File: src/rtl/bcd_pkg.sv
// Shared types and helpers for the digit-serial BCD adder/subtractor.
package bcd_pkg;

  localparam int          BCD_DIGW      = 4;
  localparam logic [3:0]  BCD_MAX_DIGIT = 4'd9;

  typedef enum logic [1:0] {
    IDLE = 2'd0,
    CALC = 2'd1,
    FIX  = 2'd2,
    DONE = 2'd3
  } state_e;

  function automatic logic bcd_digit_invalid(input logic [BCD_DIGW-1:0] d);
    return (d > BCD_MAX_DIGIT);
  endfunction

endpackage

File: src/rtl/bcd_addsub_serial_if.sv
// Operand/result bundle for bcd_addsub_serial. Master is the operand source
// and result consumer, slave is the arithmetic block.
interface bcd_addsub_serial_if
  import bcd_pkg::*;
#(
  parameter int NDIG = 3
);
  // Handshake: a transfer happens on a rising edge where valid and ready are
  // both high; a source holds valid and its payload until that edge.
  logic                   in_valid;
  logic                   in_ready;
  logic [4*NDIG-1:0]      op_a;
  logic [4*NDIG-1:0]      op_b;
  logic                   sub;
  logic                   out_valid;
  logic                   out_ready;
  logic [4*NDIG-1:0]      result;
  logic                   carry_out;
  logic                   neg;
  logic                   err;
  logic                   busy;
  state_e                 dbg_state;

  modport master (
    output in_valid, op_a, op_b, sub, out_ready,
    input  in_ready, out_valid, result, carry_out, neg, err, busy, dbg_state
  );

  modport slave (
    input  in_valid, op_a, op_b, sub, out_ready,
    output in_ready, out_valid, result, carry_out, neg, err, busy, dbg_state
  );

endinterface

File: src/rtl/bcd_digit_addsub.sv
// Combinational single BCD digit add/subtract with carry/borrow in and out.
module bcd_digit_addsub (
  input  logic [3:0] i_a,
  input  logic [3:0] i_b,
  input  logic       i_sub,
  input  logic       i_cin,
  output logic [3:0] o_digit,
  output logic       o_cout
);

  logic [4:0] w_sum;
  logic [4:0] w_diff;

  assign w_sum  = 5'(i_a) + 5'(i_b) + 5'(i_cin);
  // Difference lies in -10..9, so bit 4 alone marks a borrow.
  assign w_diff = 5'(i_a) - 5'(i_b) - 5'(i_cin);

  always_comb begin
    o_digit = 4'd0;
    o_cout  = 1'b0;
    if (i_sub) begin
      if (w_diff[4]) begin
        o_digit = 4'(w_diff + 5'd10);
        o_cout  = 1'b1;
      end else begin
        o_digit = w_diff[3:0];
      end
    end else begin
      if (w_sum > 5'd9) begin
        o_digit = 4'(w_sum - 5'd10);
        o_cout  = 1'b1;
      end else begin
        o_digit = w_sum[3:0];
      end
    end
  end

endmodule

File: src/rtl/bcd_addsub_serial.sv
// Digit-serial BCD adder/subtractor, LSD first, sign/magnitude subtraction.
// Optional BCD_ADDSUB_SATURATE_EN clamps add overflow to all nines.
module bcd_addsub_serial
  import bcd_pkg::*;
#(
  parameter int NDIG = 3
) (
  input  logic                clk,
  input  logic                rst,
  bcd_addsub_serial_if.slave  bus
);

  localparam int DW   = BCD_DIGW * NDIG;
  localparam int IDXW = (NDIG > 1) ? $clog2(NDIG) : 1;

  state_e            r_state;
  state_e            w_state_nxt;
  logic [DW-1:0]     r_a;
  logic [DW-1:0]     r_b;
  logic [DW-1:0]     r_res;
  logic              r_sub;
  logic              r_c;
  logic [IDXW-1:0]   r_idx;
  logic              r_carry;
  logic              r_neg;
  logic              r_err;

  logic              w_accept;
  logic              w_in_bad;
  logic              w_last;
  logic [3:0]        w_da;
  logic [3:0]        w_db;
  logic              w_dsub;
  logic [3:0]        w_digit;
  logic              w_cout;
  logic [DW-1:0]     w_res_shift;

  always_comb begin
    w_in_bad = 1'b0;
    for (int i = 0; i < NDIG; i++) begin
      if (bcd_digit_invalid(bus.op_a[BCD_DIGW*i +: BCD_DIGW]) ||
          bcd_digit_invalid(bus.op_b[BCD_DIGW*i +: BCD_DIGW]))
        w_in_bad = 1'b1;
    end
  end

  assign w_accept = (r_state == IDLE) && bus.in_valid;
  assign w_last   = (r_idx == IDXW'(NDIG - 1));

  // FIX reuses the digit unit as 0 - r_i - borrow to ten's-complement r_res.
  assign w_da   = (r_state == FIX) ? 4'd0 : r_a[3:0];
  assign w_db   = (r_state == FIX) ? r_res[3:0] : r_b[3:0];
  assign w_dsub = (r_state == FIX) | r_sub;

  bcd_digit_addsub u_digit (
    .i_a     (w_da),
    .i_b     (w_db),
    .i_sub   (w_dsub),
    .i_cin   (r_c),
    .o_digit (w_digit),
    .o_cout  (w_cout)
  );

  assign w_res_shift = (r_res >> BCD_DIGW) | (DW'(w_digit) << (DW - BCD_DIGW));

  always_ff @(posedge clk or posedge rst) begin
    if (rst) r_state <= IDLE;
    else     r_state <= w_state_nxt;
  end

  always_comb begin
    w_state_nxt = r_state;
    case (r_state)
      IDLE: if (bus.in_valid) w_state_nxt = w_in_bad ? DONE : CALC;
      CALC: if (w_last) w_state_nxt = (r_sub && w_cout) ? FIX : DONE;
      FIX:  if (w_last) w_state_nxt = DONE;
      DONE: if (bus.out_ready) w_state_nxt = IDLE;
      default: w_state_nxt = IDLE;
    endcase
  end

  always_ff @(posedge clk or posedge rst) begin
    if (rst) begin
      r_a     <= '0;
      r_b     <= '0;
      r_res   <= '0;
      r_sub   <= 1'b0;
      r_c     <= 1'b0;
      r_idx   <= '0;
      r_carry <= 1'b0;
      r_neg   <= 1'b0;
      r_err   <= 1'b0;
    end else begin
      case (r_state)
        IDLE: if (w_accept) begin
          r_a     <= bus.op_a;
          r_b     <= bus.op_b;
          r_sub   <= bus.sub;
          r_c     <= 1'b0;
          r_idx   <= '0;
          r_carry <= 1'b0;
          r_neg   <= 1'b0;
          r_err   <= w_in_bad;
          if (w_in_bad) r_res <= '0;
        end
        CALC: begin
          r_a   <= r_a >> BCD_DIGW;
          r_b   <= r_b >> BCD_DIGW;
          r_res <= w_res_shift;
          r_c   <= w_cout;
          r_idx <= r_idx + IDXW'(1);
          if (w_last) begin
            r_idx <= '0;
            if (!r_sub) begin
              r_carry <= w_cout;
`ifdef BCD_ADDSUB_SATURATE_EN
              if (w_cout) r_res <= {NDIG{BCD_MAX_DIGIT}};
`endif
            end else if (w_cout) begin
              r_neg <= 1'b1;
              r_c   <= 1'b0;
            end
          end
        end
        FIX: begin
          r_res <= w_res_shift;
          r_c   <= w_cout;
          r_idx <= w_last ? '0 : r_idx + IDXW'(1);
        end
        default: ;
      endcase
    end
  end

  assign bus.in_ready  = (r_state == IDLE) && !rst;
  assign bus.out_valid = (r_state == DONE);
  assign bus.busy      = (r_state != IDLE);
  assign bus.result    = r_res;
  assign bus.carry_out = r_carry;
  assign bus.neg       = r_neg;
  assign bus.err       = r_err;
  assign bus.dbg_state = r_state;

endmodule
File: src/flat_wrapper.sv
// flat-port wrapper written by rule: the top's interface ports become plain ports
module bcd_addsub_serial_flat import bcd_pkg::*;
#(
  parameter int NDIG = 3
)
  (clk, rst, bus_in_valid, bus_op_a, bus_op_b, bus_sub, bus_out_ready, bus_in_ready, bus_out_valid, bus_result, bus_carry_out, bus_neg, bus_err, bus_busy, bus_dbg_state);
  bcd_addsub_serial_if #(.NDIG(NDIG)) bus_i ();
  input  logic clk;
  input  logic rst;
  input wire logic [$bits(bus_i.in_valid)-1:0] bus_in_valid;
  input wire logic [$bits(bus_i.op_a)-1:0] bus_op_a;
  input wire logic [$bits(bus_i.op_b)-1:0] bus_op_b;
  input wire logic [$bits(bus_i.sub)-1:0] bus_sub;
  input wire logic [$bits(bus_i.out_ready)-1:0] bus_out_ready;
  output wire logic [$bits(bus_i.in_ready)-1:0] bus_in_ready;
  output wire logic [$bits(bus_i.out_valid)-1:0] bus_out_valid;
  output wire logic [$bits(bus_i.result)-1:0] bus_result;
  output wire logic [$bits(bus_i.carry_out)-1:0] bus_carry_out;
  output wire logic [$bits(bus_i.neg)-1:0] bus_neg;
  output wire logic [$bits(bus_i.err)-1:0] bus_err;
  output wire logic [$bits(bus_i.busy)-1:0] bus_busy;
  output wire logic [$bits(bus_i.dbg_state)-1:0] bus_dbg_state;
  assign bus_i.in_valid = bus_in_valid;
  assign bus_i.op_a = bus_op_a;
  assign bus_i.op_b = bus_op_b;
  assign bus_i.sub = bus_sub;
  assign bus_i.out_ready = bus_out_ready;
  assign bus_in_ready = bus_i.in_ready;
  assign bus_out_valid = bus_i.out_valid;
  assign bus_result = bus_i.result;
  assign bus_carry_out = bus_i.carry_out;
  assign bus_neg = bus_i.neg;
  assign bus_err = bus_i.err;
  assign bus_busy = bus_i.busy;
  assign bus_dbg_state = bus_i.dbg_state;
  bcd_addsub_serial #(.NDIG(NDIG)) u_core (.clk(clk), .rst(rst), .bus(bus_i));
endmodule
File: config.mk
export PLATFORM = sky130hd
export DESIGN_NAME = bcd_addsub_serial_flat
export DESIGN_NICKNAME = d
export VERILOG_FILES = /design/src/rtl/bcd_pkg.sv /design/src/rtl/bcd_addsub_serial_if.sv /design/src/rtl/bcd_digit_addsub.sv /design/src/rtl/bcd_addsub_serial.sv /design/src/flat_wrapper.sv
export SDC_FILE = /design/constraint.sdc
export NUM_CORES = 1
export LEC_CHECK = 0
export CAP_MARGIN = 20
export CORE_UTILIZATION = 30
export CTS_CLUSTER_DIAMETER = 50
export DETAILED_ROUTE_END_ITERATION = 7
export HOLD_SLACK_MARGIN = 0.15
export PLACE_DENSITY = 0.53
export REMOVE_ABC_BUFFERS = 1
export SLEW_MARGIN = 20
export SYNTH_ARGS = -nofsm -noshare
export SYNTH_HDL_FRONTEND = slang
export SYNTH_SLANG_ARGS = --single-unit
File: constraint.sdc
create_clock -name clk -period 5.4 [get_ports clk]
set_input_delay 1.35 -clock clk [delete_from_list [all_inputs] [get_ports clk]]
set_output_delay 1.35 -clock clk [all_outputs]
set_load 0.005 [all_outputs]
==> impl_metrics.sql, run 1 <==
INSERT INTO impl_metrics (metric_group, metric, value, unit) VALUES
('yosys', 'synth_compound_gate_area_share', '21.3', '%'),
('timing', 'finalSetupViolCount', '0', ''),
('die', 'standard_cell_row_count', '34', ''),
('setup_path', 'critPathArrivalTime', '3.99', 'ns'),
('grt', 'grt_pass1_vias', '2101', ''),
('finish', 'layout_net_count', '366', ''),
('timing', 'worst_hold_slack', '0.477', 'ns'),
('setup_path', 'setup.worst_path.end_class', 'flip-flop', ''),
('clock_tree', 'postCtsSetupBuffers', '0', ''),
('clock_tree', 'clkLatencyLatePin', '0.30', 'ns'),
('setup_path', 'worst_path_buffer_plus_inverter_count', '1', ''),
('clock_tree', 'numClockSinks', '45', ''),
('setup_path', 'crit_required', '5.56', 'ns'),
('yosys', 'yosys.area_share.simple', '12.2', '%'),
('yosys', 'synthDominantCellAreaShare', '41.9', '%'),
('yosys', 'ys_seq_area_share', '41.9', '%'),
('die', 'floorplan.initialDensity', '31.0', '%'),
('clock_tree', 'deepest_level_of_the_cts_h_tree', '2', ''),
('power', 'powerDensity', '749', 'mW/mm^2'),
('worst_hold_path', 'whs_path_depth', '2', ''),
('power', 'p_int', '1.43', 'mW'),
('clock_tree', 'cts.path.max_buffers', '2', ''),
('outcome', 'violations_in_the_final_reports', 'design-rule violations', ''),
('setup_path', 'critical_path.startpoint_type', 'flip-flop', ''),
('finish', 'area_growth_syn_to_layout', '26.1', '%'),
('placed_design', 'dpl.cell_count', '421', ''),
('setup_path', 'regToRegStartpoint', 'u_core.bus.dbg_state[0]$_DFFE_PP0P_', ''),
('setup_path', 'regToRegEndpoint', 'u_core.bus.neg$_DFFE_PP0P_', ''),
('outcome', 'status', 'finished, violations left', ''),
('yosys', 'netlist_area', '0.00269', 'mm^2'),
('die', 'chipHeight', '96.6', 'um'),
('clock_tree', 'hold_buffers', '0', ''),
('finish', 'layout_cells_sized_above_1', '6.54', '%'),
('yosys', 'postSynthCellCount', '275', ''),
('yosys', 'yosys-top-cells-area', 'dfrtp_1 (42%), ha_1 (7.0%), mux2i_1 (6.7%), o21ai_0 (6.0%), a22o_1 (5.9%)', ''),
('placed_design', 'placed_area', '0.00327', 'mm^2'),
('routing', 'first_pass_iters', '6', ''),
('power', 'power.leakage', '1.50', 'nW'),
('yosys', 'asyncSetResetFlopFracSynth', '100', '%'),
('worst_hold_path', 'hold_path.class', 'reg2reg', ''),
('finish', 'postLayoutCoreUtil', '39.0', '%'),
('clock_tree', 'cts_made_buffers', '5', ''),
('die', 'top_level_ports', '49', ''),
('routing', 'drc', '1', ''),
('setup_path', 'path_class', 'reg2reg', ''),
('yosys', 'synth_top_family_by_area', 'compound AO/OA/AOI/OAI gates', ''),
('grt', 'wire_length_of_the_first_global_routing_pass', '10200', 'um'),
('placed_design', 'preCtsSetupSlack', '1.57', 'ns'),
('clock_tree', 'cts.repair.resized', '0', ''),
('routing', 'detail_route.iter0.violations', '106', ''),
('grt', 'grt_usage', '13.4', '%'),
('setup_path', 'ff2ff_setup_slack', '1.57', 'ns'),
('timing', 'timing.max_slew.rel_slack', '35.9', '%'),
('timing', 'final.setup_skew', '0.00629', 'ns'),
('power', 'worst_ir_drop_vdd', '0.195', 'mV'),
('yosys', 'synthDistinctLibCells', '40', ''),
('timing', 'finalHoldViolCount', '0', ''),
('power', 'power.sequential.fraction', '24.2', '%'),
('clock_tree', 'clock_tree.root_cell', 'clkbuf_8', ''),
('setup_path', 'critical_path.cell_chain', 'inv_1 > ha_1 > mux2i_1 > xnor2_1 > ha_1 > a21o_1 > fa_1 > nor3_1 > a2bb2oi_1 > nor2_1 > a21o_1 > a31oi_1 > o41ai_1', ''),
('power', 'post-layout-total-power', '2.54', 'mW'),
('yosys', 'synth_edf_count', '0', ''),
('routing', 'via_count', '2095', ''),
('yosys', 'yosys_warnings', '0', ''),
('worst_hold_path', 'worstHoldStart', 'u_core.r_a[2]$_DFFE_PP0P_', ''),
('power', 'power.net_switching', '1.11', 'mW'),
('finish', 'diodes', '0', ''),
('die', 'core-area', '0.00868', 'mm^2'),
('yosys', 'postSynthAreaPerCell', '9.77', 'um^2'),
('clock_tree', 'tritoncts_clock_tree', 'built', ''),
('worst_hold_path', 'worst_hold_path.endpoint', 'u_core.r_a[2]$_DFFE_PP0P_', '');
layer usage:
| metal | up-vias | share of wire (%) | routed length (um) | global-route usage (%) |
|---|---|---|---|---|
| li1 | 1063 | - | - | - |
| met4 | 0 | 0.83 | 49 | 4.71 |
| met3 | 6 | 2.8 | 164 | 2.46 |
| met1 | 987 | 51 | 3010 | 18.2 |
| met2 | 39 | 45 | 2660 | 21.5 |
| met5 | - | 0 | 0 | 0 |
logic make-up (layout without fill, tap and decap cells):
| kind of cell | Yosys count | in the layout |
|---|---|---|
| adders and majority gates | 17 | 17 |
| AOI/OAI and AO/OA | 84 | 84 |
| and+or+nand+nor | 70 | 70 |
| xor gates and xnor gates | 8 | 8 |
| muxes | 24 | 24 |
| DFF | 45 | 45 |
| buffers and inverters | 27 | 73 |
worst max path at each step:
stage	from	end	cells past startpoint
after detailed placement	u_core.bus.dbg_state[0]$_DFFE_PP0P_	u_core.bus.neg$_DFFE_PP0P_	13
after global routing	u_core.bus.dbg_state[0]$_DFFE_PP0P_	u_core.bus.neg$_DFFE_PP0P_	13
after floorplan	u_core.bus.dbg_state[0]$_DFFE_PP0P_	u_core.bus.neg$_DFFE_PP0P_	13
final	u_core.bus.dbg_state[0]$_DFFE_PP0P_	u_core.bus.neg$_DFFE_PP0P_	13
after CTS	u_core.bus.dbg_state[0]$_DFFE_PP0P_	u_core.bus.neg$_DFFE_PP0P_	13
after global placement	u_core.bus.dbg_state[0]$_DFFE_PP0P_	u_core.bus.neg$_DFFE_PP0P_	13
power by group through the flow:
stage               clock network, mW  logic, mW  registers [mW]
floorplan                           0       1.23           0.597
finish                          0.271       1.65           0.615
detailed placement                  0       1.66           0.624
global route                    0.294       1.88           0.637
global placement                    0       1.65           0.619
CTS                             0.276       1.67           0.617
registers in the layout (all words and copies together), names as in the netlist:
signal / count
u_core.r_b: 12
u_core.r_idx: 2
u_core.bus.result: 12
u_core.bus.dbg_state: 2
u_core.r_sub: 1
u_core.r_c: 1
u_core.bus.neg: 1
u_core.bus.carry_out: 1
u_core.r_a: 12
u_core.bus.err: 1
worst register-to-register path: stages, from the launching register on:
cell       delay [ns]
dfrtp_1          0.44
inv_1            0.10
ha_1             0.54
mux2i_1          0.32
xnor2_1          0.10
ha_1             0.18
a21o_1           0.18
fa_1             0.44
nor3_1           0.20
a2bb2oi_1        0.53
nor2_1           0.08
a21o_1           0.17
a31oi_1          0.28
o41ai_1          0.13
Yosys cell counts (5+ instances only):
master and count:
clkbuf_1 9, ha_1 15, o21ai_0 32, nor2_1 20
mux2_2 5, xnor2_1 7, a22o_1 18, mux2i_1 18
dfrtp_1 45, a21o_1 6, a21oi_1 8, nand2_1 29
inv_1 14, nor2b_1 8
final cells by class:
type	instances	area [um^2]	share of cell area, %
multi-input cells	203	1450	42.8
flip-flops and latches	45	1130	33.2
repair buffers	51	503	14.8
well taps	108	135	3.99
clock buffers	6	82.6	2.44
inverters	14	52.6	1.55
clock inverters	2	37.5	1.11
Note: power is estimated with default switching activity, not from simulation.
==> run 2: changes to the inputs <==
==> constraint.sdc (replaced) <==
create_clock -name clk -period 3.8 [get_ports clk]
set_input_delay 0.95 -clock clk [delete_from_list [all_inputs] [get_ports clk]]
set_output_delay 0.95 -clock clk [all_outputs]
set_load 0.005 [all_outputs]
==> run 2 against run 1 <==
The flow still finishes with violations (design-rule violations); setup slack worse by 1.2 ns; via count is 2.9% higher; sequential power is 44% higher; register-to-register slack worse by 1.2 ns; cell area is 1.6% higher; critical endpoint unchanged; largest cell class unchanged.
==> impl_metrics.sql, run 2 (synthesis results as in run 1) <==
INSERT INTO impl_metrics (metric_group, metric, value, unit) VALUES
('outcome', 'status', 'finished, violations left', ''),
('outcome', 'violations_in_the_final_reports', 'design-rule violations', ''),
('placed_design', 'place.gp.congestion', '0.845', ''),
('clock_tree', 'cts_made_buffers', '5', ''),
('clock_tree', 'cts.repair.resized', '0', ''),
('setup_path', 'cpMaxStageDelayCell', 'dfrtp_1', ''),
('grt', 'grt_pass1_vias', '2180', ''),
('worst_hold_path', 'whs_path_depth', '1', ''),
('die', 'die-area', '0.00934', 'mm^2'),
('setup_path', 'ff2ff_setup_slack', '0.40', 'ns'),
('clock_tree', 'clkLatencyLatePin', '0.29', 'ns'),
('timing', 'finalHoldViolCount', '0', ''),
('placed_design', 'preCtsSetupSlack', '0.392', 'ns'),
('timing', 'timing.max_slew.rel_slack', '27.6', '%'),
('timing', 'setup_total_negative_slack', '0', 'ns'),
('grt', 'wire_length_of_the_first_global_routing_pass', '10700', 'um'),
('routing', 'drt-wirelength-per-cell', '14.3', 'um'),
('routing', 'detail-route-antenna-nets', '0', ''),
('setup_path', 'critPathArrivalTime', '3.56', 'ns'),
('timing', 'final.setup_skew', '0.00517', 'ns'),
('finish', 'layout_cells_sized_above_1', '7.67', '%'),
('power', 'sw_frac_of_total', '43.6', '%'),
('power', 'pwr-share-clk', '10.0', '%'),
('routing', 'via_per_inst', '4.97', ''),
('setup_path', 'regToRegStartpoint', 'u_core.bus.dbg_state[0]$_DFFE_PP0P_', ''),
('placed_design', 'hpwlAfterDp', '4820', 'um'),
('die', 'die-width', '96.6', 'um'),
('timing', 'worst-slew-pin-transition', '1.09', 'ns'),
('power', 'power.leakage', '1.53', 'nW'),
('grt', 'maximum_number_of_pins_on_one_net_before_global_route_repair', '44', ''),
('routing', 'via_count', '2156', ''),
('worst_hold_path', 'hold_path.class', 'reg2reg', ''),
('setup_path', 'cp_max_fo', '10', ''),
('worst_hold_path', 'worstHoldStart', 'u_core.bus.err$_DFFE_PP0P_', ''),
('power', 'power.net_switching', '1.61', 'mW'),
('routing', 'first_pass_iters', '6', ''),
('finish', 'layout.area.seq', '0.00113', 'mm^2'),
('setup_path', 'path_class', 'reg2reg', ''),
('setup_path', 'crit_required', '3.96', 'ns'),
('grt', 'grtUsageMet2', '23.1', '%'),
('finish', 'layout_net_count', '371', ''),
('timing', 'maximum_frequency_from_static_timing_analysis', '0.294', 'GHz'),
('grt', 'met1_usage', '18.3', '%'),
('timing', 'min_period', '3.40', 'ns'),
('setup_path', 'regToRegEndpoint', 'u_core.bus.neg$_DFFE_PP0P_', ''),
('power', 'p_int', '2.09', 'mW'),
('setup_path', 'critical_path.max_stage_delay', '0.45', 'ns'),
('routing', 'drc', '1', ''),
('clock_tree', 'numClockSinks', '45', ''),
('timing', 'finalSetupViolCount', '0', ''),
('finish', 'number_of_inserted_filler_cells_in_the_final_layout', '908', ''),
('timing', 'rsz0062_at_grt', 'no', ''),
('die', 'top_level_ports', '49', ''),
('finish', 'mostFrequentLayoutCell', 'clkdlybuf4s50_1', ''),
('die', 'core-area', '0.00868', 'mm^2'),
('grt', 'grt-busiest-layer', 'met2', ''),
('grt', 'use_met3', '2.46', '%'),
('placed_design', 'port_buffers', '48', ''),
('grt', 'grt_antenna_before_repair', '0', ''),
('power', 'powerDensity', '1070', 'mW/mm^2'),
('finish', 'diodes', '0', ''),
('finish', 'area_of_combinational_cells_with_multiple_inputs', '0.00145', 'mm^2'),
('die', 'chipHeight', '96.6', 'um'),
('power', 'combinational_power_share', '66.0', '%'),
('die', 'floorplan.initialDensity', '31.0', '%'),
('clock_tree', 'cts.path.max_buffers', '2', ''),
('clock_tree', 'clkTransAtPathRegs', '0.08', 'ns'),
('clock_tree', 'deepest_level_of_the_cts_h_tree', '2', ''),
('clock_tree', 'hold_buffers', '0', ''),
('timing', 'pnr_worst_setup_slack', '0.400', 'ns'),
('clock_tree', 'postCtsSetupBuffers', '0', ''),
('timing', 'count_of_final_max_slew_check_failures', '0', ''),
('routing', 'wl', '6200', 'um'),
('setup_path', 'setup.worst_path.end_class', 'flip-flop', ''),
('worst_hold_path', 'worst_hold_path.endpoint', 'u_core.bus.err$_DFFE_PP0P_', ''),
('finish', 'area_growth_syn_to_layout', '28.1', '%'),
('timing', 'timing.final.crit_share', '89.5', '%'),
('clock_tree', 'clock_tree.root_cell', 'clkbuf_8', ''),
('power', 'worst_ir_drop_vdd', '0.286', 'mV'),
('grt', 'grt_usage', '13.9', '%'),
('setup_path', 'critical_path.cell_chain', 'inv_1 > ha_1 > mux2i_1 > xnor2_1 > ha_1 > a21o_1 > fa_1 > nor3_1 > a2bb2oi_1 > nor2_1 > a21o_1 > a31oi_1 > o41ai_1', ''),
('die', 'standard_cell_row_count', '34', ''),
('finish', 'commonest_cells_after_routing_fill_and_taps_aside', 'clkdlybuf4s50_1 (48), dfrtp_1 (45), o21ai_0 (32), nand2_1 (29), nor2_1 (20)', ''),
('setup_path', 'critical_path.startpoint_type', 'flip-flop', ''),
('clock_tree', 'tritoncts_clock_tree', 'built', ''),
('routing', 'detail_route.iter0.violations', '94', ''),
('setup_path', 'worst_r2r_path_depth', '13', ''),
('power', 'power.sequential.fraction', '23.9', '%'),
('job', 'cap_viol_max_count', '0', ''),
('grt', 'grt-ovfl-total', '0', '');
-- run 2: changes by cell type in the layout (fill, tap and decap cells not counted) --
| cell | delta |
|---|---|
| buf_16 | +1 |
| buf_4 | +4 |
| clkbuf_1 | +1 |
| clkinvlp_4 | -1 |
-- run 2: metrics by stage --
stage               utilization, %  hold WS (ns)  std cells  cell area, um^2  power (mW)
detailed placement            38.3         0.470        426             3330        3.35
global route                  39.7         0.525        434             3440        4.07
finish                        39.7         0.482        434             3440        3.70
CTS                           39.7         0.490        434             3440        3.73
global placement              38.0         0.462        425             3300        3.31
floorplan                        -         0.442        262             2630        2.60
-- run 2: worst max-delay path by stage --
stage | depth (start not counted) | from | end | slack [ns]
after detailed placement | 13 | u_core.bus.dbg_state[0]$_DFFE_PP0P_ | u_core.bus.neg$_DFFE_PP0P_ | 0.39
after floorplan | 13 | u_core.bus.dbg_state[0]$_DFFE_PP0P_ | u_core.bus.neg$_DFFE_PP0P_ | 0.41
after global placement | 13 | u_core.bus.dbg_state[0]$_DFFE_PP0P_ | u_core.bus.neg$_DFFE_PP0P_ | 0.51
after CTS | 13 | u_core.bus.dbg_state[0]$_DFFE_PP0P_ | u_core.bus.neg$_DFFE_PP0P_ | 0.38
final | 13 | u_core.bus.dbg_state[0]$_DFFE_PP0P_ | u_core.bus.neg$_DFFE_PP0P_ | 0.40
after global routing | 13 | u_core.bus.dbg_state[0]$_DFFE_PP0P_ | u_core.bus.neg$_DFFE_PP0P_ | 0.06
-- run 2: area by class of cell --
class | count | area share [%]
sequential | 45 | 32.7
tap | 108 | 3.93
inverter | 14 | 1.53
timing repair buffer | 56 | 16.3
multi-input combinational | 203 | 42.2
clock inverter | 1 | 0.872
clock buffer | 7 | 2.51
-- run 2: critical path: cells and delay by family, from the launching register on --
| kind | cells | cell delay [ns] |
|---|---|---|
| XOR/XNOR | 1 | 0.09 |
| buffers and inverters | 1 | 0.11 |
| flip-flops | 1 | 0.45 |
| adder cells (fa/ha/maj) | 3 | 0.98 |
| multiplexers | 1 | 0.31 |
| AND/OR/NAND/NOR | 2 | 0.27 |
| AO/OA/AOI/OAI | 5 | 1.04 |
-- run 2: power groups by stage --
stage	Clock (mW)	Sequential, mW	Combinational, mW
after floorplan	0	0.848	1.75
after global placement	0	0.890	2.42
after detailed placement	0	0.898	2.45
after CTS	0.385	0.888	2.46
after global routing	0.407	0.919	2.74
final	0.372	0.885	2.44
-- run 2: routing by layer --
| layer | up-vias | wire, um |
|---|---|---|
| li1 | 1075 | - |
| met1 | 1025 | 2940 |
| met2 | 47 | 2950 |
| met3 | 9 | 188 |
| met4 | 0 | 123 |
| met5 | - | 0 |
